[src/rtl/axi_burst_pkg.sv]
// Shared widths, bus field layouts, FSM encodings and response codes for the
// AXI burst master and its beat counter.
package axi_burst_pkg;

    localparam int ADDR_W  = 8;
    localparam int DATA_W  = 8;
    localparam int LEN_W   = 4;
    localparam int ID_W    = 4;

    localparam int CMD_W   = ADDR_W + LEN_W + ID_W;
    localparam int R_W     = ID_W + DATA_W + 3;
    localparam int RD_W    = DATA_W + 4;
    localparam int W_W     = DATA_W + 1;
    localparam int B_W     = ID_W + 2;
    localparam int WDONE_W = 3;

    localparam logic [1:0] RESP_OKAY   = 2'd0;
    localparam logic [1:0] RESP_SLVERR = 2'd2;

    typedef enum logic [1:0] {
        R_IDLE = 2'd0,
        R_ADDR = 2'd1,
        R_DATA = 2'd2
    } rd_state_t;

    typedef enum logic [1:0] {
        W_IDLE = 2'd0,
        W_ADDR = 2'd1,
        W_DATA = 2'd2,
        W_RESP = 2'd3
    } wr_state_t;

    typedef struct packed {
        logic [ADDR_W-1:0] addr;
        logic [LEN_W-1:0]  len;
        logic [ID_W-1:0]   id;
    } cmd_t;

    typedef struct packed {
        logic [ID_W-1:0]   id;
        logic [DATA_W-1:0] data;
        logic [1:0]        resp;
        logic              last;
    } r_beat_t;

    typedef struct packed {
        logic [ID_W-1:0] id;
        logic [1:0]      resp;
    } b_rsp_t;

endpackage

[src/rtl/axi_burst_master_if.sv]
// Bundle of the user command/data ports and the AXI read/write channels
// seen by the burst master (master) and by its environment (slave).
interface axi_burst_master_if;
    import axi_burst_pkg::*;

    logic               rcmd_valid;
    logic               rcmd_ready;
    logic [CMD_W-1:0]   rcmd;
    logic               ARVALID;
    logic               ARREADY;
    logic [CMD_W-1:0]   AR;
    logic               RVALID;
    logic               RREADY;
    logic [R_W-1:0]     R;
    logic               rd_valid;
    logic [RD_W-1:0]    rd;

    logic               wcmd_valid;
    logic               wcmd_ready;
    logic [CMD_W-1:0]   wcmd;
    logic               wd_valid;
    logic               wd_ready;
    logic [DATA_W-1:0]  wd_data;
    logic               AWVALID;
    logic               AWREADY;
    logic [CMD_W-1:0]   AW;
    logic               WVALID;
    logic               WREADY;
    logic [W_W-1:0]     W;
    logic               BVALID;
    logic               BREADY;
    logic [B_W-1:0]     B;
    logic               wdone_valid;
    logic [WDONE_W-1:0] wdone;

    modport master (
        input  rcmd_valid, output rcmd_ready, input  rcmd,
        output ARVALID,    input  ARREADY,    output AR,
        input  RVALID,     output RREADY,     input  R,
        output rd_valid,   output rd,
        input  wcmd_valid, output wcmd_ready, input  wcmd,
        input  wd_valid,   output wd_ready,   input  wd_data,
        output AWVALID,    input  AWREADY,    output AW,
        output WVALID,     input  WREADY,     output W,
        input  BVALID,     output BREADY,     input  B,
        output wdone_valid, output wdone
    );

    modport slave (
        output rcmd_valid, input  rcmd_ready, output rcmd,
        input  ARVALID,    output ARREADY,    input  AR,
        output RVALID,     input  RREADY,     output R,
        input  rd_valid,   input  rd,
        output wcmd_valid, input  wcmd_ready, output wcmd,
        output wd_valid,   input  wd_ready,   output wd_data,
        input  AWVALID,    output AWREADY,    input  AW,
        input  WVALID,     output WREADY,     input  W,
        output BVALID,     input  BREADY,     output B,
        input  wdone_valid, input  wdone
    );

endinterface

[src/rtl/burst_beat_counter.sv]
// Per-channel beat counter: cleared at command acceptance, advanced per beat,
// flags when the current beat index equals the burst length field.
module burst_beat_counter
    import axi_burst_pkg::*;
(
    input  logic             clk,
    input  logic             rst,
    input  logic             clear,
    input  logic             inc,
    input  logic [LEN_W-1:0] len,
    output logic             at_len
);

    logic [LEN_W-1:0] count_r;

    // Beat index register; clear has priority over increment.
    always_ff @(posedge clk) begin
        if (rst) begin
            count_r <= {LEN_W{1'b0}};
        end else if (clear) begin
            count_r <= {LEN_W{1'b0}};
        end else if (inc) begin
            count_r <= count_r + LEN_W'(1'b1);
        end else begin
            count_r <= count_r;
        end
    end

    assign at_len = (count_r == len);

endmodule

[src/rtl/axi_burst_master.sv]
// AXI burst master: independent read and write FSMs turning user commands into
// AR/R and AW/W/B bursts, with per-beat read delivery and write completion.
module axi_burst_master
    import axi_burst_pkg::*;
(
    input  logic               clk,
    input  logic               rst,
    axi_burst_master_if.master bus
);

    rd_state_t         rd_state_r;
    logic              rcmd_ready_r;
    logic              arvalid_r;
    cmd_t              ar_r;
    logic              rready_r;
    logic              rd_valid_r;
    logic [RD_W-1:0]   rd_r;

    r_beat_t           r_beat_s;
    logic              rcmd_hs_s;
    logic              ar_hs_s;
    logic              r_hs_s;
    logic              r_at_len_s;
    logic              r_err_s;

    wr_state_t         wr_state_r;
    logic              wcmd_ready_r;
    logic              awvalid_r;
    cmd_t              aw_r;
    logic              wvalid_r;
    logic [DATA_W-1:0] w_data_r;
    logic              w_last_r;
    logic              bready_r;
    logic              wdone_valid_r;
    logic [WDONE_W-1:0] wdone_r;

    b_rsp_t            b_s;
    logic              wcmd_hs_s;
    logic              aw_hs_s;
    logic              w_hs_s;
    logic              wd_ready_s;
    logic              wd_hs_s;
    logic              b_hs_s;
    logic              w_at_len_s;

    assign r_beat_s  = bus.R;
    assign rcmd_hs_s = bus.rcmd_valid & rcmd_ready_r;
    assign ar_hs_s   = arvalid_r & bus.ARREADY;
    assign r_hs_s    = bus.RVALID & rready_r;

    // A beat is in error if its ID is foreign or RLAST disagrees with the count.
    assign r_err_s = (r_beat_s.id != ar_r.id) | (r_beat_s.last != r_at_len_s);

    burst_beat_counter u_rd_cnt (
        .clk    (clk),
        .rst    (rst),
        .clear  (rcmd_hs_s),
        .inc    (r_hs_s),
        .len    (ar_r.len),
        .at_len (r_at_len_s)
    );

    // Read FSM with registered AR, RREADY and read-beat delivery.
    always_ff @(posedge clk) begin
        if (rst) begin
            rd_state_r   <= R_IDLE;
            rcmd_ready_r <= 1'b1;
            arvalid_r    <= 1'b0;
            ar_r         <= {CMD_W{1'b0}};
            rready_r     <= 1'b0;
            rd_valid_r   <= 1'b0;
            rd_r         <= {RD_W{1'b0}};
        end else begin
            rd_valid_r <= 1'b0;
            case (rd_state_r)
                R_IDLE: begin
                    if (rcmd_hs_s) begin
                        ar_r         <= bus.rcmd;
                        arvalid_r    <= 1'b1;
                        rcmd_ready_r <= 1'b0;
                        rd_state_r   <= R_ADDR;
                    end
                end
                R_ADDR: begin
                    if (ar_hs_s) begin
                        arvalid_r  <= 1'b0;
                        rready_r   <= 1'b1;
                        rd_state_r <= R_DATA;
                    end
                end
                R_DATA: begin
                    if (r_hs_s) begin
                        rd_valid_r <= 1'b1;
                        rd_r       <= {r_beat_s.data, r_beat_s.resp, r_beat_s.last, r_err_s};
                        // Only RLAST ends the burst, even after a length mismatch.
                        if (r_beat_s.last) begin
                            rready_r     <= 1'b0;
                            rcmd_ready_r <= 1'b1;
                            rd_state_r   <= R_IDLE;
                        end
                    end
                end
                default: begin
                    rd_state_r   <= R_IDLE;
                    rcmd_ready_r <= 1'b1;
                    arvalid_r    <= 1'b0;
                    rready_r     <= 1'b0;
                end
            endcase
        end
    end

    assign bus.rcmd_ready = rcmd_ready_r;
    assign bus.ARVALID    = arvalid_r;
    assign bus.AR         = ar_r;
    assign bus.RREADY     = rready_r;
    assign bus.rd_valid   = rd_valid_r;
    assign bus.rd         = rd_r;

    assign b_s       = bus.B;
    assign wcmd_hs_s = bus.wcmd_valid & wcmd_ready_r;
    assign aw_hs_s   = awvalid_r & bus.AWREADY;
    assign w_hs_s    = wvalid_r & bus.WREADY;
    assign b_hs_s    = bus.BVALID & bready_r;
    assign wd_hs_s   = bus.wd_valid & wd_ready_s;

    // The output slot refills when empty or draining; once WLAST is loaded no more beats are taken.
    assign wd_ready_s = (wr_state_r == W_DATA) & ~(wvalid_r & w_last_r) & (~wvalid_r | bus.WREADY);

    burst_beat_counter u_wr_cnt (
        .clk    (clk),
        .rst    (rst),
        .clear  (wcmd_hs_s),
        .inc    (wd_hs_s),
        .len    (aw_r.len),
        .at_len (w_at_len_s)
    );

    // Write FSM with registered AW, single W output slot, BREADY and completion.
    always_ff @(posedge clk) begin
        if (rst) begin
            wr_state_r    <= W_IDLE;
            wcmd_ready_r  <= 1'b1;
            awvalid_r     <= 1'b0;
            aw_r          <= {CMD_W{1'b0}};
            wvalid_r      <= 1'b0;
            w_data_r      <= {DATA_W{1'b0}};
            w_last_r      <= 1'b0;
            bready_r      <= 1'b0;
            wdone_valid_r <= 1'b0;
            wdone_r       <= {WDONE_W{1'b0}};
        end else begin
            wdone_valid_r <= 1'b0;
            case (wr_state_r)
                W_IDLE: begin
                    if (wcmd_hs_s) begin
                        aw_r         <= bus.wcmd;
                        awvalid_r    <= 1'b1;
                        wcmd_ready_r <= 1'b0;
                        wr_state_r   <= W_ADDR;
                    end
                end
                W_ADDR: begin
                    if (aw_hs_s) begin
                        awvalid_r  <= 1'b0;
                        wr_state_r <= W_DATA;
                    end
                end
                W_DATA: begin
                    if (wd_hs_s) begin
                        w_data_r <= bus.wd_data;
                        w_last_r <= w_at_len_s;
                        wvalid_r <= 1'b1;
                    end else if (w_hs_s) begin
                        wvalid_r <= 1'b0;
                        if (w_last_r) begin
                            bready_r   <= 1'b1;
                            wr_state_r <= W_RESP;
                        end
                    end
                end
                W_RESP: begin
                    if (b_hs_s) begin
                        bready_r      <= 1'b0;
                        wdone_valid_r <= 1'b1;
                        wdone_r       <= {b_s.resp, (b_s.id != aw_r.id)};
                        wcmd_ready_r  <= 1'b1;
                        wr_state_r    <= W_IDLE;
                    end
                end
                default: begin
                    wr_state_r   <= W_IDLE;
                    wcmd_ready_r <= 1'b1;
                    awvalid_r    <= 1'b0;
                    wvalid_r     <= 1'b0;
                    bready_r     <= 1'b0;
                end
            endcase
        end
    end

    assign bus.wcmd_ready  = wcmd_ready_r;
    assign bus.wd_ready    = wd_ready_s;
    assign bus.AWVALID     = awvalid_r;
    assign bus.AW          = aw_r;
    assign bus.WVALID      = wvalid_r;
    assign bus.W           = {w_data_r, w_last_r};
    assign bus.BREADY      = bready_r;
    assign bus.wdone_valid = wdone_valid_r;
    assign bus.wdone       = wdone_r;

endmodule

[src/flat_wrapper.sv]
// flat-port wrapper written by rule: the top's interface ports become plain ports
module axi_burst_master_flat import axi_burst_pkg::*;
  (clk, rst, bus_rcmd_valid, bus_rcmd_ready, bus_rcmd, bus_ARVALID, bus_ARREADY, bus_AR, bus_RVALID, bus_RREADY, bus_R, bus_rd_valid, bus_rd, bus_wcmd_valid, bus_wcmd_ready, bus_wcmd, bus_wd_valid, bus_wd_ready, bus_wd_data, bus_AWVALID, bus_AWREADY, bus_AW, bus_WVALID, bus_WREADY, bus_W, bus_BVALID, bus_BREADY, bus_B, bus_wdone_valid, bus_wdone);
  axi_burst_master_if bus_i ();
  input  logic clk;
  input  logic rst;
  input wire logic [$bits(bus_i.rcmd_valid)-1:0] bus_rcmd_valid;
  output wire logic [$bits(bus_i.rcmd_ready)-1:0] bus_rcmd_ready;
  input wire logic [$bits(bus_i.rcmd)-1:0] bus_rcmd;
  output wire logic [$bits(bus_i.ARVALID)-1:0] bus_ARVALID;
  input wire logic [$bits(bus_i.ARREADY)-1:0] bus_ARREADY;
  output wire logic [$bits(bus_i.AR)-1:0] bus_AR;
  input wire logic [$bits(bus_i.RVALID)-1:0] bus_RVALID;
  output wire logic [$bits(bus_i.RREADY)-1:0] bus_RREADY;
  input wire logic [$bits(bus_i.R)-1:0] bus_R;
  output wire logic [$bits(bus_i.rd_valid)-1:0] bus_rd_valid;
  output wire logic [$bits(bus_i.rd)-1:0] bus_rd;
  input wire logic [$bits(bus_i.wcmd_valid)-1:0] bus_wcmd_valid;
  output wire logic [$bits(bus_i.wcmd_ready)-1:0] bus_wcmd_ready;
  input wire logic [$bits(bus_i.wcmd)-1:0] bus_wcmd;
  input wire logic [$bits(bus_i.wd_valid)-1:0] bus_wd_valid;
  output wire logic [$bits(bus_i.wd_ready)-1:0] bus_wd_ready;
  input wire logic [$bits(bus_i.wd_data)-1:0] bus_wd_data;
  output wire logic [$bits(bus_i.AWVALID)-1:0] bus_AWVALID;
  input wire logic [$bits(bus_i.AWREADY)-1:0] bus_AWREADY;
  output wire logic [$bits(bus_i.AW)-1:0] bus_AW;
  output wire logic [$bits(bus_i.WVALID)-1:0] bus_WVALID;
  input wire logic [$bits(bus_i.WREADY)-1:0] bus_WREADY;
  output wire logic [$bits(bus_i.W)-1:0] bus_W;
  input wire logic [$bits(bus_i.BVALID)-1:0] bus_BVALID;
  output wire logic [$bits(bus_i.BREADY)-1:0] bus_BREADY;
  input wire logic [$bits(bus_i.B)-1:0] bus_B;
  output wire logic [$bits(bus_i.wdone_valid)-1:0] bus_wdone_valid;
  output wire logic [$bits(bus_i.wdone)-1:0] bus_wdone;
  assign bus_i.rcmd_valid = bus_rcmd_valid;
  assign bus_rcmd_ready = bus_i.rcmd_ready;
  assign bus_i.rcmd = bus_rcmd;
  assign bus_ARVALID = bus_i.ARVALID;
  assign bus_i.ARREADY = bus_ARREADY;
  assign bus_AR = bus_i.AR;
  assign bus_i.RVALID = bus_RVALID;
  assign bus_RREADY = bus_i.RREADY;
  assign bus_i.R = bus_R;
  assign bus_rd_valid = bus_i.rd_valid;
  assign bus_rd = bus_i.rd;
  assign bus_i.wcmd_valid = bus_wcmd_valid;
  assign bus_wcmd_ready = bus_i.wcmd_ready;
  assign bus_i.wcmd = bus_wcmd;
  assign bus_i.wd_valid = bus_wd_valid;
  assign bus_wd_ready = bus_i.wd_ready;
  assign bus_i.wd_data = bus_wd_data;
  assign bus_AWVALID = bus_i.AWVALID;
  assign bus_i.AWREADY = bus_AWREADY;
  assign bus_AW = bus_i.AW;
  assign bus_WVALID = bus_i.WVALID;
  assign bus_i.WREADY = bus_WREADY;
  assign bus_W = bus_i.W;
  assign bus_i.BVALID = bus_BVALID;
  assign bus_BREADY = bus_i.BREADY;
  assign bus_i.B = bus_B;
  assign bus_wdone_valid = bus_i.wdone_valid;
  assign bus_wdone = bus_i.wdone;
  axi_burst_master u_core (.clk(clk), .rst(rst), .bus(bus_i));
endmodule
[config.mk]
export PLATFORM = sky130hd
export DESIGN_NAME = axi_burst_master_flat
export DESIGN_NICKNAME = d
export VERILOG_FILES = /design/src/rtl/axi_burst_pkg.sv /design/src/rtl/axi_burst_master_if.sv /design/src/rtl/burst_beat_counter.sv /design/src/rtl/axi_burst_master.sv /design/src/flat_wrapper.sv
export SDC_FILE = /design/constraint.sdc
export NUM_CORES = 1
export LEC_CHECK = 0
export CAP_MARGIN = 10
export CORE_MARGIN = 10
export CORE_UTILIZATION = 35
export CTS_CLUSTER_DIAMETER = 60
export DETAILED_ROUTE_END_ITERATION = 16
export GPL_ROUTABILITY_DRIVEN = 1
export GPL_TIMING_DRIVEN = 0
export PLACE_DENSITY = 0.69
export SKIP_CTS_REPAIR_TIMING = 1
export SLEW_MARGIN = 20
export SYNTH_ARGS = -nofsm -noshare
export SYNTH_HDL_FRONTEND = slang
export SYNTH_HIERARCHICAL = 1
export SYNTH_SLANG_ARGS = --single-unit
export TNS_END_PERCENT = 20
[constraint.sdc]
create_clock -name clk -period 2 [get_ports clk]
set_input_delay 0.6 -clock clk [delete_from_list [all_inputs] [get_ports clk]]
set_output_delay 0.6 -clock clk [all_outputs]
set_load 0.1 [all_outputs]
== Word-level counts from Yosys, hierarchy flattened ==
Index checks and enable logic that the tools add are counted.

* Register bits after elaboration: 77
* Output and inout port bits: 66
* Input port bits: 71
* Word-level logic and storage cells: 126

* Muxes and demuxes: 38
* $add $sub $neg: 2
* Equal/unequal tests: 20
* Bitwise logic cells: 19
* Reductions and logical operators: 24

{| class="wikitable"
|+ Operators with widths
! kind !! count
|-
| $mux W1 || 20
|-
| $mux W2 || 10
|-
| $ne A2 B1 Y1 const B || 7
|-
| $reduce_and A2 Y1 || 6
|-
| $reduce_and A4 Y1 || 3
|-
| $and A1 B1 Y1 || 11
|-
| $pmux W1 S3 || 3
|-
| $reduce_and A3 Y1 || 3
|-
| $add A4 B1 Y4 const B || 2
|-
| $eq A4 B4 Y1 || 2
|-
| $ne A4 B4 Y1 || 2
|-
| $pmux W2 S4 || 1
|-
| $reduce_bool A2 Y1 || 4
|-
| $reduce_or A2 Y1 || 4
|-
| $eq A2 B2 Y1 const B || 3
|-
| $ne A2 B2 Y1 const B || 3
|-
| $not A1 Y1 || 6
|-
| $pmux W1 S2 || 3
|-
| $pmux W2 S3 || 1
|-
| $reduce_and A6 Y1 || 1
|-
| $reduce_and A5 Y1 || 1
|-
| $eq A2 B1 Y1 const B || 2
|-
| $logic_not A2 Y1 || 2
|-
| $or A1 B1 Y1 || 2
|-
| $ne A1 B1 Y1 || 1
|}

== Logic depth before layout (Yosys ltp) ==
Gate-level depths: netlist (run 1).

* Depth after elaboration: 7
* Depth in mapped cells: 8
* Gate-level depth less buffers: 7

== Modules after synthesis ==
The synthesis (run 1) kept the hierarchy.

{| class="wikitable"
|+ Modules (own cells, without submodules)
! module !! area an instance (µm²) !! cells an instance !! seq. area each (µm²) !! times used
|-
| axi_burst_master || 2693.8 || 321 || 1381.3 || 1
|-
| burst_beat_counter || 219.0 || 22 || 80.1 || 2
|}

== Worst setup path before layout (run 1) ==
No wires, ideal clock.

* Kind: register -> output
* Start: reg u_core.wvalid_r (netlist: u_core/bus.WVALID)
* End: out bus_wd_ready
* Required time: 1400 ps
* Path slack: -875 ps
* Path buffers: 0
* Cell stages (with the launch flop): 2
* Arrival time: 2275 ps
* Cell sequence: dfxtp_1 a21oi_1

* Cells in the longest elaborated chain, start to end: 4
* Elaborated cells on any way between the ends: 6
* Those cells by class: 6 x bitwise

{| class="wikitable"
|+ Ends and longest elaborated chain
! what !! line !! source
|-
| from (decl) || axi_burst_master.sv:30 || <nowiki>logic wvalid_r;</nowiki>
|-
| from (signal assigned) || axi_burst_master.sv:146 || <nowiki>wvalid_r <= 1'b0;</nowiki>
|-
| from (signal assigned) || axi_burst_master.sv:173 || <nowiki>wvalid_r <= 1'b1;</nowiki>
|-
| from (signal assigned) || axi_burst_master.sv:175 || <nowiki>wvalid_r <= 1'b0;</nowiki>
|-
| $and A1 B1 Y1 || axi_burst_master.sv:128 || <nowiki>assign wd_ready_s = (wr_state_r == W_DATA) & ~(wvalid_r & w_last_r) & (~wvalid_r | bus.WREADY);</nowiki>
|-
| $not A1 Y1 || axi_burst_master.sv:128 ||
|-
| $and A1 B1 Y1 || axi_burst_master.sv:128 ||
|-
| $and A1 B1 Y1 * || axi_burst_master.sv:128 ||
|-
| to (decl) || flat_wrapper.sv:22 || <nowiki>output wire logic [$bits(bus_i.wd_ready)-1:0] bus_wd_ready;</nowiki>
|}

Mark *: on every way between the ends. The rest lies on a longest branch, timed or not.

== Worst setup path after layout (run 1) ==
* Start: in bus_WREADY
* End: out bus_wd_ready

* Cells in the longest elaborated chain, start to end: 2

{| class="wikitable"
|+ Ends and longest elaborated chain
! what !! line !! source
|-
| from (decl) || flat_wrapper.sv:28 || <nowiki>input wire logic [$bits(bus_i.WREADY)-1:0] bus_WREADY;</nowiki>
|-
| $or A1 B1 Y1 || axi_burst_master.sv:128 ||
|-
| $and A1 B1 Y1 || axi_burst_master.sv:128 ||
|}

No other way between the ends.

==> run summary, run 1 <==
The flow ran to the end, but the final reports show violations. The checks that failed: negative setup slack. The post-detailed-placement half-perimeter wirelength is 7810 um. The maximum clock skew at final layout came out at approximately 7.3 ps.

The worst hold path cell count is 2. In this run the vertical extent of the chip is around 110 um. The largest single stage delay on the critical path is around 500 ps. The endpoint type of the worst setup path is a primary output. IR analysis of the VDD net gives a maximum drop of 0.588 mV. The floorplan step defined a core boundary enclosing slightly below 9000 sq um. After filler insertion, the fill cell instance count of the layout stands at about 850. The worst setup path is launched from an input pin. The start-to-end type of the worst setup path is input pin to primary output. The post-route fraction of the period consumed by the critical path came out at 108%. Grouping stages by cell kind, the critical path spends the most delay in buffers and inverters. The count of final hold-check violations came out at 0. The post-route antenna net violation count came out at 0. CTS saw 77 sinks.

The pin count of the biggest net entering global routing came out at 13. The post-route worst setup slack came out at -167 ps. For the pin with the worst max-slew slack, the measured transition is between 500 and 600 ps.

The part of the total power dissipated in sequential elements came out at approximately a third. The flip-flop and latch area came out at around 1500 sq um. Data arrives at the worst endpoint at 1570 ps. Setup repair after global routing could not meet its margin everywhere.

Counting instances in the post-synthesis netlist gives the leading cell types as sky130_fd_sc_hd__nand2_1 (94), sky130_fd_sc_hd__dfxtp_1 (77), sky130_fd_sc_hd__a21oi_1 (55), sky130_fd_sc_hd__nor2_1 (21), sky130_fd_sc_hd__mux2i_1 (14). The instance area at placement came out at ~4600 sq um. The area of all placed cells without fillers is between 4000 and 5000 sq um.

The sequential-to-total area share from yosys stat came out at 49.2%. Derived from the worst setup path, the maximum achievable clock frequency is about 460 MHz. In this run the worst hold path is classified as register to register. The share of layout cells above drive strength 1 came out at 20.3%. CTS placed an instance of sky130_fd_sc_hd__clkbuf_8 at the clock tree root. Summed over all instances, the cell type with the most area after synthesis is sky130_fd_sc_hd__dfxtp_1. The share of total power dissipated in the clock network is 26.4%. The critical path crosses 4 cells after its start point.

The number of enable flip-flop cells after synthesis is 0. The mean number of vias per cell came out at 4.72. The post-layout minimum cycle time is ~2200 ps. At the placement stage, the worst setup path has a slack of -1130 ps. The fraction of synthesized cell area taken by the top area cell type came out at between 40 and 50%. The horizontal die dimension is between 100 and 150 um. The number of antenna violations at the first check in global routing is 0.

The multi-input logic area came out at ~1500 sq um. The maximum buffer depth of the clock tree came out at 2. The flip-flop cell with the highest count after synthesis is sky130_fd_sc_hd__dfxtp_1. The ratio of total power to cell area is between 1000 and 1500 nW/um^2.

The max-slew violation count is 0. After the last flow step, the layout net total stands at ~600. Across the run, the number of max-cap violations was 0. The area growth from synthesis to layout came out at 46.2%. 0 antenna diodes ended up in the layout.

The worst hold margin came out at 454 ps. The H-tree depth came out at 3. For the worst setup path, the data required time is 1400 ps. The number of different library cells used by synthesis comes to 42.

The post-synthesis sequential element count came out at between 70 and 80. The first-iteration detailed-routing DRC count came out at 99. The sum of buffers and inverters on the critical path came out at 2.

The number of global-route vias before repair came out at between 3000 and 4000. The total clock buffers created by CTS came out at 9. The post-route total power is between 0.005 and 0.006 W. The first-pass iteration count of the detailed router came out at 6. Counting tap cells, the placed design contains a total of approximately 600 instances.

In the synthesized netlist, the number of instances is between 300 and 400. The signal on the critical path passes through clkdlybuf4s50_1, nand2b_1, a21oi_4, buf_12. For this design, the slowest cell found on the critical path is sky130_fd_sc_hd__clkdlybuf4s50_1. The TritonCTS clock tree is yes.

The number of placement rows came out at 34. Clock latency on the worst-skew pair, taken at its later pin, is 340 ps. The initial utilization of the core area, before any placement, comes to 35.9%. The number of nets in the synthesized netlist came out at roughly 440. The final layout contains routed wiring with a total length of between 9000 and 10000 um. The clock transition at the registers of the reported paths came out at 70 ps. Excluding fillers, the count of instances in the completed layout stands at approximately 630. The share of flip-flops with an asynchronous set or reset after synthesis is 0%.

The total number of yosys warnings is 6. The remaining routing DRC violations is 0. Summed over all nets, the switching power comes to ~0.0022 W.

The floorplan step defined a die boundary enclosing ~13000 sq um. In the post-synthesis netlist, the biggest area contributors are sky130_fd_sc_hd__dfxtp_1 (49%), sky130_fd_sc_hd__nand2_1 (11%), sky130_fd_sc_hd__a21oi_1 (8.8%). The wire length per cell after detailed routing is 15.8 um.

The last weighted congestion value of the routability-driven placer is approximately 0.77. The cell area that synthesis handed to floorplanning was about 3100 sq um. The largest driver fanout on the critical path came out at 3. Summed over all layers, the global routing overflow is 0.

Detailed routing inserted a total of ~3000 vias. The number of cells on the worst reg-to-reg path is 8. The global-route wire length before repair is roughly 16000 um. During placement, the flow inserted port buffers numbering ~140.

The number of setup violations in the final report came out at 52. The global routing usage summed across all routing layers is approximately 15%. The combinational fraction of design power is 39.1%. The average cell area after synthesis is 8.58 sq um.

Net switching is between 40% and 50% of the power. The worst slew margin relative to its limit is about three fifths. The top-level port count is ~140. The leakage dissipation came out at between 2 and 2.5 nW. Internal power comes to 0.00305 W. Yosys instantiated no cell more often than sky130_fd_sc_hd__nand2_1.
==> final timing paths <==
path	slack, ps	end	from
setup / recovery	-170	bus_wd_ready	bus_WREADY
hold reg to reg	450	u_core/bus.rd[5]$_SDFFE_PP0P_	u_core/bus.rd[5]$_SDFFE_PP0P_
setup reg to reg	90	u_core/u_wr_cnt/count_r[3]$_SDFFE_PP0P_	u_core/wr_state_r[0]$_SDFFE_PP0P_
hold / removal	450	u_core/bus.rd[5]$_SDFFE_PP0P_	u_core/bus.rd[5]$_SDFFE_PP0P_
==> stage by stage <==
| step | setup TNS [ps] | util [%] |
|---|---|---|
| after floorplan | 0 | - |
| after global placement | -36000 | 53.2 |
| after detailed placement | -37180 | 53.2 |
| after CTS | -38840 | 56.0 |
| after global routing | -9010 | 52.5 |
| final | -3390 | 52.5 |
==> sequential cells by signal (all words and copies together), names as in the netlist, 2 cells and up <==
signal / cells
u_core/wr_state_r: 2
u_core/bus.rd: 12
u_core/bus.AW: 16
u_core/bus.wdone: 3
u_core/w_data_r: 8
u_core/rd_state_r: 2
u_core/u_rd_cnt/count_r: 4
u_core/bus.AR: 16
u_core/u_wr_cnt/count_r: 4
==> cell usage in the layout (no fill, tap or decap), drive strengths merged, types with 2 or more instances in the layout <==
cell	netlist	layout
nand2	94	94
clkbuf	5	84
dfxtp	77	77
clkdlybuf4s50	0	70
a21oi	55	55
nor2	22	22
mux2i	14	14
xor2	13	13
buf	12	12
inv	10	9
ha	7	7
xnor2	6	6
o21ai	5	5
and2	4	4
nor3	4	4
nor4	3	3
nand3b	3	3
bufinv	0	2
nand2b	2	2
and3	2	2
a21boi	2	2
nand3	2	2
a311oi	2	2
a21bo	2	2
or2	2	2
nor3b	2	2
nand4	2	2
mux2	2	2
a211oi	2	2
==> worst min-delay path: stages (launching register included) <==
cell	delay (ps)
sky130_fd_sc_hd__dfxtp_1	310
sky130_fd_sc_hd__nand2_1	50
sky130_fd_sc_hd__a21oi_1	50
==> cell families (layout without fill, tap and decap cells) <==
kind of cell               count (synthesis)  after routing  synth area share, %
AOI/OAI and AO/OA                         75             75                 13.7
DFF                                       77             77                 49.2
xor gates and xnor gates                  19             19                 5.31
and+or+nand+nor                          144            144                 19.6
muxes                                     16             16                 5.19
adders and majority gates                  7              7                 2.80
buffers and inverters                     27            179                 4.11
==> layout make-up <==
cell class / instances / area share (%)
inverters: 10 / 0.902
repair buffers: 136 / 22.8
well taps: 108 / 2.95
multi-input cells: 261 / 32.2
flip-flops and latches: 77 / 33.7
clock inverters: 3 / 1.42
plain buffers: 17 / 2.05
clock buffers: 13 / 3.91
==> power by group through the flow <==
stage / registers, W / clock network (W) / logic, W
2_1_floorplan: 0.00275 / 0 / 0.000666
3_3_place_gp: 0.00184 / 0 / 0.00214
3_5_place_dp: 0.00185 / 0 / 0.00216
4_1_cts: 0.00182 / 0.00143 / 0.00217
5_1_grt: 0.00184 / 0.00150 / 0.00218
6_report: 0.00182 / 0.00139 / 0.00206
==> routing by layer <==
metal / track usage, % / vias up / routed length [um]
li1: - / 1506 / -
met1: 16.4 / 1364 / 4160
met2: 25.2 / 75 / 4940
met3: 5.29 / 7 / 686
met4: 5.26 / 0 / 102
met5: 0 / - / 0
Power figures use the tool's default switching activity.
==> run 2, diff against run 1 <==
- SKIP_CTS_REPAIR_TIMING: 1 -> not set
==> run 2 against run 1 <==
Compared with the run above:
- the run now ends clean
- cell count is 0.32% higher
- via count up 1.2%
- non-clock buffer count increased by 2
- worst hold slack is essentially flat
- clock skew about the same
- global-route usage is 0.12 points higher
- critical path depth up 1
- combinational power increased by 6%
- clock-buffer cell count did not move
- flip-flop and latch count did not move
- highest routed layer unchanged
- largest power group unchanged
- utilization up 4.9 points
==> run summary, run 2 (synthesis gave the netlist of run 1 again) <==
The mean number of vias per cell came out at 4.77 (+0.90%). The share of layout cells above drive strength 1 is 21.6% (+1.3 points). The cell sitting at the root of the clock tree is a sky130_fd_sc_hd__clkbuf_8. The instance area at placement came out at 4640 sq um (unchanged).

The horizontal die dimension came to 115 um (unchanged). The max-capacitance violation count is 0 (unchanged). The maximum buffer depth of the clock tree is 2 (unchanged). The wire length per cell after detailed routing came out at 15.9 um (+0.46%).

The ratio of total power to cell area came to 1080 nW/um^2 (-6.2%). The number of global-route vias before repair came to 3042 (+0.43%). The post-detailed-routing wire length came to 9960 um (+0.78%).

The number of port buffers came out at 136 (unchanged). The H-tree depth is 3 (unchanged). The first-pass iteration count of the detailed router is 4 (-2).

The run finished with clean final reports. The leading cell type in the layout, fill and taps excluded is sky130_fd_sc_hd__nand2_1. The global-route wire length before repair is 15600 um (+0.67%).

The post-route fraction of the period consumed by the critical path is 97.0% (-11 points). The post-layout minimum cycle time came out at 1940 ps (-226 ps). The endpoint type of the worst setup path is a primary output. The top-level port count is 137 (unchanged).

The count of final hold-check violations is 0 (unchanged). In the layout the commonest cells are sky130_fd_sc_hd__nand2_1 (94), sky130_fd_sc_hd__dfxtp_1 (75), sky130_fd_sc_hd__clkdlybuf4s50_1 (69), sky130_fd_sc_hd__clkdlybuf4s15_2 (64), sky130_fd_sc_hd__a21oi_1 (54). The total clock buffers created by CTS was 9 (unchanged). The clock transition at the registers of the reported paths is 80 ps (about the same). The largest driver fanout on the critical path came to 4 (+1).

The setup path with the least slack is of type register to primary output. The global routing usage summed across all routing layers came out at 14.9% (+0.12 points). The number of antenna violations at the first check in global routing came out at 0 (unchanged). The number of setup violations in the final report came out at 0 (-100%).

The clock latency of the later-clocked register in the worst-skew pair is 340 ps (about the same). The signal arrival time at the worst endpoint was 1340 ps (-230 ps). The worst slew margin relative to its limit came to 61.4% (-0.26 points).

The area growth from synthesis to layout is 59.8%. The area of all placed cells without fillers came out at 5000 sq um (+9.3%). The maximum clock skew at final layout is 7.18 ps (-0.0753 ps). The core outline area is 8720 sq um (unchanged). Setup repair after global routing left no endpoint under its margin. The remaining routing DRC violations was 0 (unchanged). The pin slew with the least headroom to its limit is 582 ps (+4.17 ps).

The TritonCTS clock tree is yes. The chip height came out at 115 um (unchanged). The post-route antenna net violation count was 0 (unchanged). The global-route congestion overflow total came out at 0 (unchanged).

The post-detailed-placement half-perimeter wirelength is 7810 um (unchanged). The total number of vias is 2988 (+1.2%). The pin count of the biggest net entering global routing is 13 (unchanged).

The required time of the critical path came out at 1400 ps (about the same). The highest attainable clock frequency came out at 515 MHz (+12%). The number of clock sinks came out at 77 (unchanged). The worst setup path is launched from a register. The first-iteration detailed-routing DRC count came to 108 (+9.1%). The layout net count is 592 (+0.34%). The number of placement rows came to 34 (unchanged). The leakage dissipation is 2.01 nW (-0.73%). The initial core utilization was 35.9% (unchanged). The die area is 13100 sq um (unchanged).

The last weighted congestion value of the routability-driven placer came out at 0.765 (unchanged). The worst hold margin came to 454 ps (-0.424 ps). The count of antenna diodes in the layout came out at 0 (unchanged).

The worst IR drop on VDD came out at 0.605 mV (+2.9%). The worst hold path belongs to the class register to register. The max-slew violation count is 0 (unchanged).
## run 2: cell count changes in the layout (fill, tap and decap cells not counted), sizes merged
cell,change
clkdlybuf4s15,+64
clkdlybuf4s50,-1
inv,+1
clkinvlp,-1
dlygate4sd2,+1
clkbuf,-65
buf,+3
## run 2: path summary, 6_finish.rpt
path	from	to	slack [ps]	cells after the start
worst max register to register	u_core/wr_state_r[0]$_SDFFE_PP0P_	u_core/wr_state_r[1]$_SDFFE_PP0P_	190	7
worst min-delay path	u_core/bus.rd[5]$_SDFFE_PP0P_	u_core/bus.rd[5]$_SDFFE_PP0P_	450	2
worst max-delay path	u_core/wr_state_r[0]$_SDFFE_PP0P_	bus_wd_ready	60	5
worst min register to register	u_core/bus.rd[5]$_SDFFE_PP0P_	u_core/bus.rd[5]$_SDFFE_PP0P_	450	2
## run 2: repair_timing
action / in CTS / in global routing
pin swaps: 1 / 0
resized for setup: 212 / 6
setup buffers: 0 / 2
hold buffers: 0 / 0
setup endpoints to repair: 127 / 12
## run 2: cell type report
| class | count | area, sq um |
|---|---|---|
| clock buffer | 13 | 179 |
| clock inverter | 3 | 65.1 |
| timing repair buffer | 138 | 1460 |
| sequential | 77 | 1540 |
| multi-input combinational | 261 | 1490 |
| buffer | 17 | 97.6 |
| inverter | 10 | 37.5 |
| fill | 807 | 3720 |
| tap | 108 | 135 |
## run 2: layer usage
metal / vias up / part of all wire (%) / track usage, %
li1: 1515 / - / -
met1: 1386 / 41 / 16.4
met2: 81 / 50 / 25.6
met3: 6 / 7.8 / 5.40
met4: 0 / 1.1 / 5.26
met5: - / 0 / 0
## run 2: worst max-delay path, cell delays in order, from the launching register on
cell and delay [ps]:
sky130_fd_sc_hd__dfxtp_2 350, sky130_fd_sc_hd__inv_2 100, sky130_fd_sc_hd__ha_4 160, sky130_fd_sc_hd__inv_2 60
sky130_fd_sc_hd__a21oi_4 130, sky130_fd_sc_hd__buf_12 190
## run 2: metrics by stage
stage	TNS, ps	setup WS (ps)	utilization [%]	power (W)	std cells
floorplan	0	12.8	-	0.00341	365
global placement	-36000	-1120	53.2	0.00398	609
detailed placement	-37180	-1130	53.2	0.00401	609
CTS	-147	-147	57.0	0.00540	625
global route	0	2.00	57.4	0.00566	627
finish	0	59.1	57.4	0.00540	627
## run 2: power breakdown
group,switching [W],internal (W)
clock,0.000547,0.000838
sequential,0.000132,0.00169
combinational,0.00155,0.000635
total,0.00223,0.00316
==> variant: new RTL, config.mk and constraints of run 2 <==
The package constant `LEN_W` goes from 4 to 8.
--- a/src/rtl/axi_burst_pkg.sv
+++ b/src/rtl/axi_burst_pkg.sv
@@ -4,7 +4,7 @@
 
     localparam int ADDR_W  = 8;
     localparam int DATA_W  = 8;
-    localparam int LEN_W   = 4;
+    localparam int LEN_W   = 8;
     localparam int ID_W    = 4;
 
     localparam int CMD_W   = ADDR_W + LEN_W + ID_W;
Interface: changed (resized bus_AR, bus_AW, bus_rcmd and bus_wcmd); port bits go from 137 to 153. No check against the original RTL was run, so the function may have changed too.
==> variant against run 2 <==
Wire length up 21%; sequential share of layout area is 0.46 points higher; design area up 19%; first-iteration DRC count grew 2.8%; total power up 5.9%; worst setup slack got worse by 0.0050 ns; count of clock-buffer cells in the layout fell by 1; register-to-register slack worse by 0.04 ns; sequential cell count grew 16; die area up 19%; synthesized area increased by 23%; hold slack improved by 0.0038 ns; critical path type is now input pin to output port; largest cell class is now multi-input combinational cells; highest routed layer unchanged.
==> variant: results (changes against run 2) <==
[outcome]
outcome=complete, no violations  ; unchanged

[global_route]
grt_use_met3_pct=6.591  ; was 5.398%
grt_start_max_net_pins=15  ; was 13
grt_usage_pct=14.80  ; was 14.85%
grt_pass1_wl_um=19130  ; was 15640 µm
grt_use_met2_pct=25.27  ; was 25.56%

[die]
dieArea_um2=15620  ; was 13130 µm²

[setup_path]
rr_worst_depth=9  ; was 7
cp_top_family=buffers and inverters  ; was flip-flops
crit_path_top_delay_cell=dlygate4sd2_1  ; was dfxtp_2
ff2ff_setup_slack_ns=0.15  ; was 0.19 ns
path_max_fanout=3  ; was 4

[power_and_ir_drop]
p_int_uw=3338  ; was 3164 µW
power_uw=5714  ; was 5396 µW
ir_worst_vdd_v=0.0004507  ; was 0.0006053 V

[placement]
post_dp_cell_area_um2=5597  ; was 4641 µm²
port_buffers=152  ; was 136

[final_layout]
multi_input_cells=330  ; was 261
seq_share_pct=31.32  ; was 30.86%
nonClkBufAreaFrac_pct=30.48  ; was 31.13%
num-fill-cells=1027  ; was 807
fin_util_pct=55.33  ; was 57.37%
multi_input_area_um2=1882  ; was 1485 µm²
nClkBuffers=12  ; was 13
nNonClkInverters=7  ; was 10
final_cells=778  ; was 627
largest_class=multi-input combinational cells  ; was non-clock buffers

[logic_synthesis]
synth.avg_cell_area_um2=8.441  ; was 8.580 µm²
synth_cell_types=41  ; was 42
ys_seq_area_share_pct=48.26  ; was 49.22%
yosys-top-cells-count=nand2_1 (112), dfxtp_1 (93), a21oi_1 (65)  ; was nand2_1 (94), dfxtp_1 (77), a21oi_1 (55)
synthTopCellsByArea=dfxtp_1 (48%), nand2_1 (11%), a21oi_1 (8.4%), xnor2_1 (5.7%), mux2i_1 (3.6%)  ; was dfxtp_1 (49%), nand2_1 (11%), a21oi_1 (8.8%), mux2i_1 (4.5%), xor2_1 (3.6%)

[clock_tree]
cts.sinks=93  ; was 77
cts_resized=237  ; was 212
post_cts_buffers=1  ; was 0
clock_latency_ns=0.36  ; was 0.34 ns

[timing]
finClkSkew_ns=0.007913  ; was 0.007180 ns
timing.final.crit_share_pct=97.29  ; was 97.04%
max_slew.worst_pin.slew_ns=0.6612  ; was 0.5821 ns

[drt]
vias_per_cell=4.722  ; was 4.766
wl_met2_um=5948  ; was 5017 µm
wl_per_cell_um=15.51  ; was 15.89 µm
wl_met1_um=4877  ; was 4066 µm

[variant: cell types whose count changed after synthesis, moves of 6 or more]
cell / delta
a21oi_1: +10
clkbuf_1: +14
dfxtp_1: +16
nand2_1: +18
nand4_1: +6
nor2_1: +14
or3_1: +6
xnor2_1: +19
[variant: path summary, 6_finish.rpt]
check	start	endpoint
min reg2reg	u_core/bus.AR[17]	u_core/bus.AR[17]
max reg2reg	u_core/wr_state_r[0]	u_core/u_wr_cnt/count_r[5]
max	bus_WREADY	bus_wd_ready
min	u_core/bus.AR[17]	u_core/bus.AR[17]
[variant: kinds of logic (layout without fill, tap and decap cells)]
kind of cell	Yosys count	in the layout	share of synthesized area (%)
AOI/OAI and AO/OA	87	87	12.84
xor gates and xnor gates	33	33	7.493
adders and majority gates	7	7	2.270
buffers and inverters	34	215	4.022
DFF	93	93	48.26
muxes	14	14	3.633
and+or+nand+nor	189	189	21.47
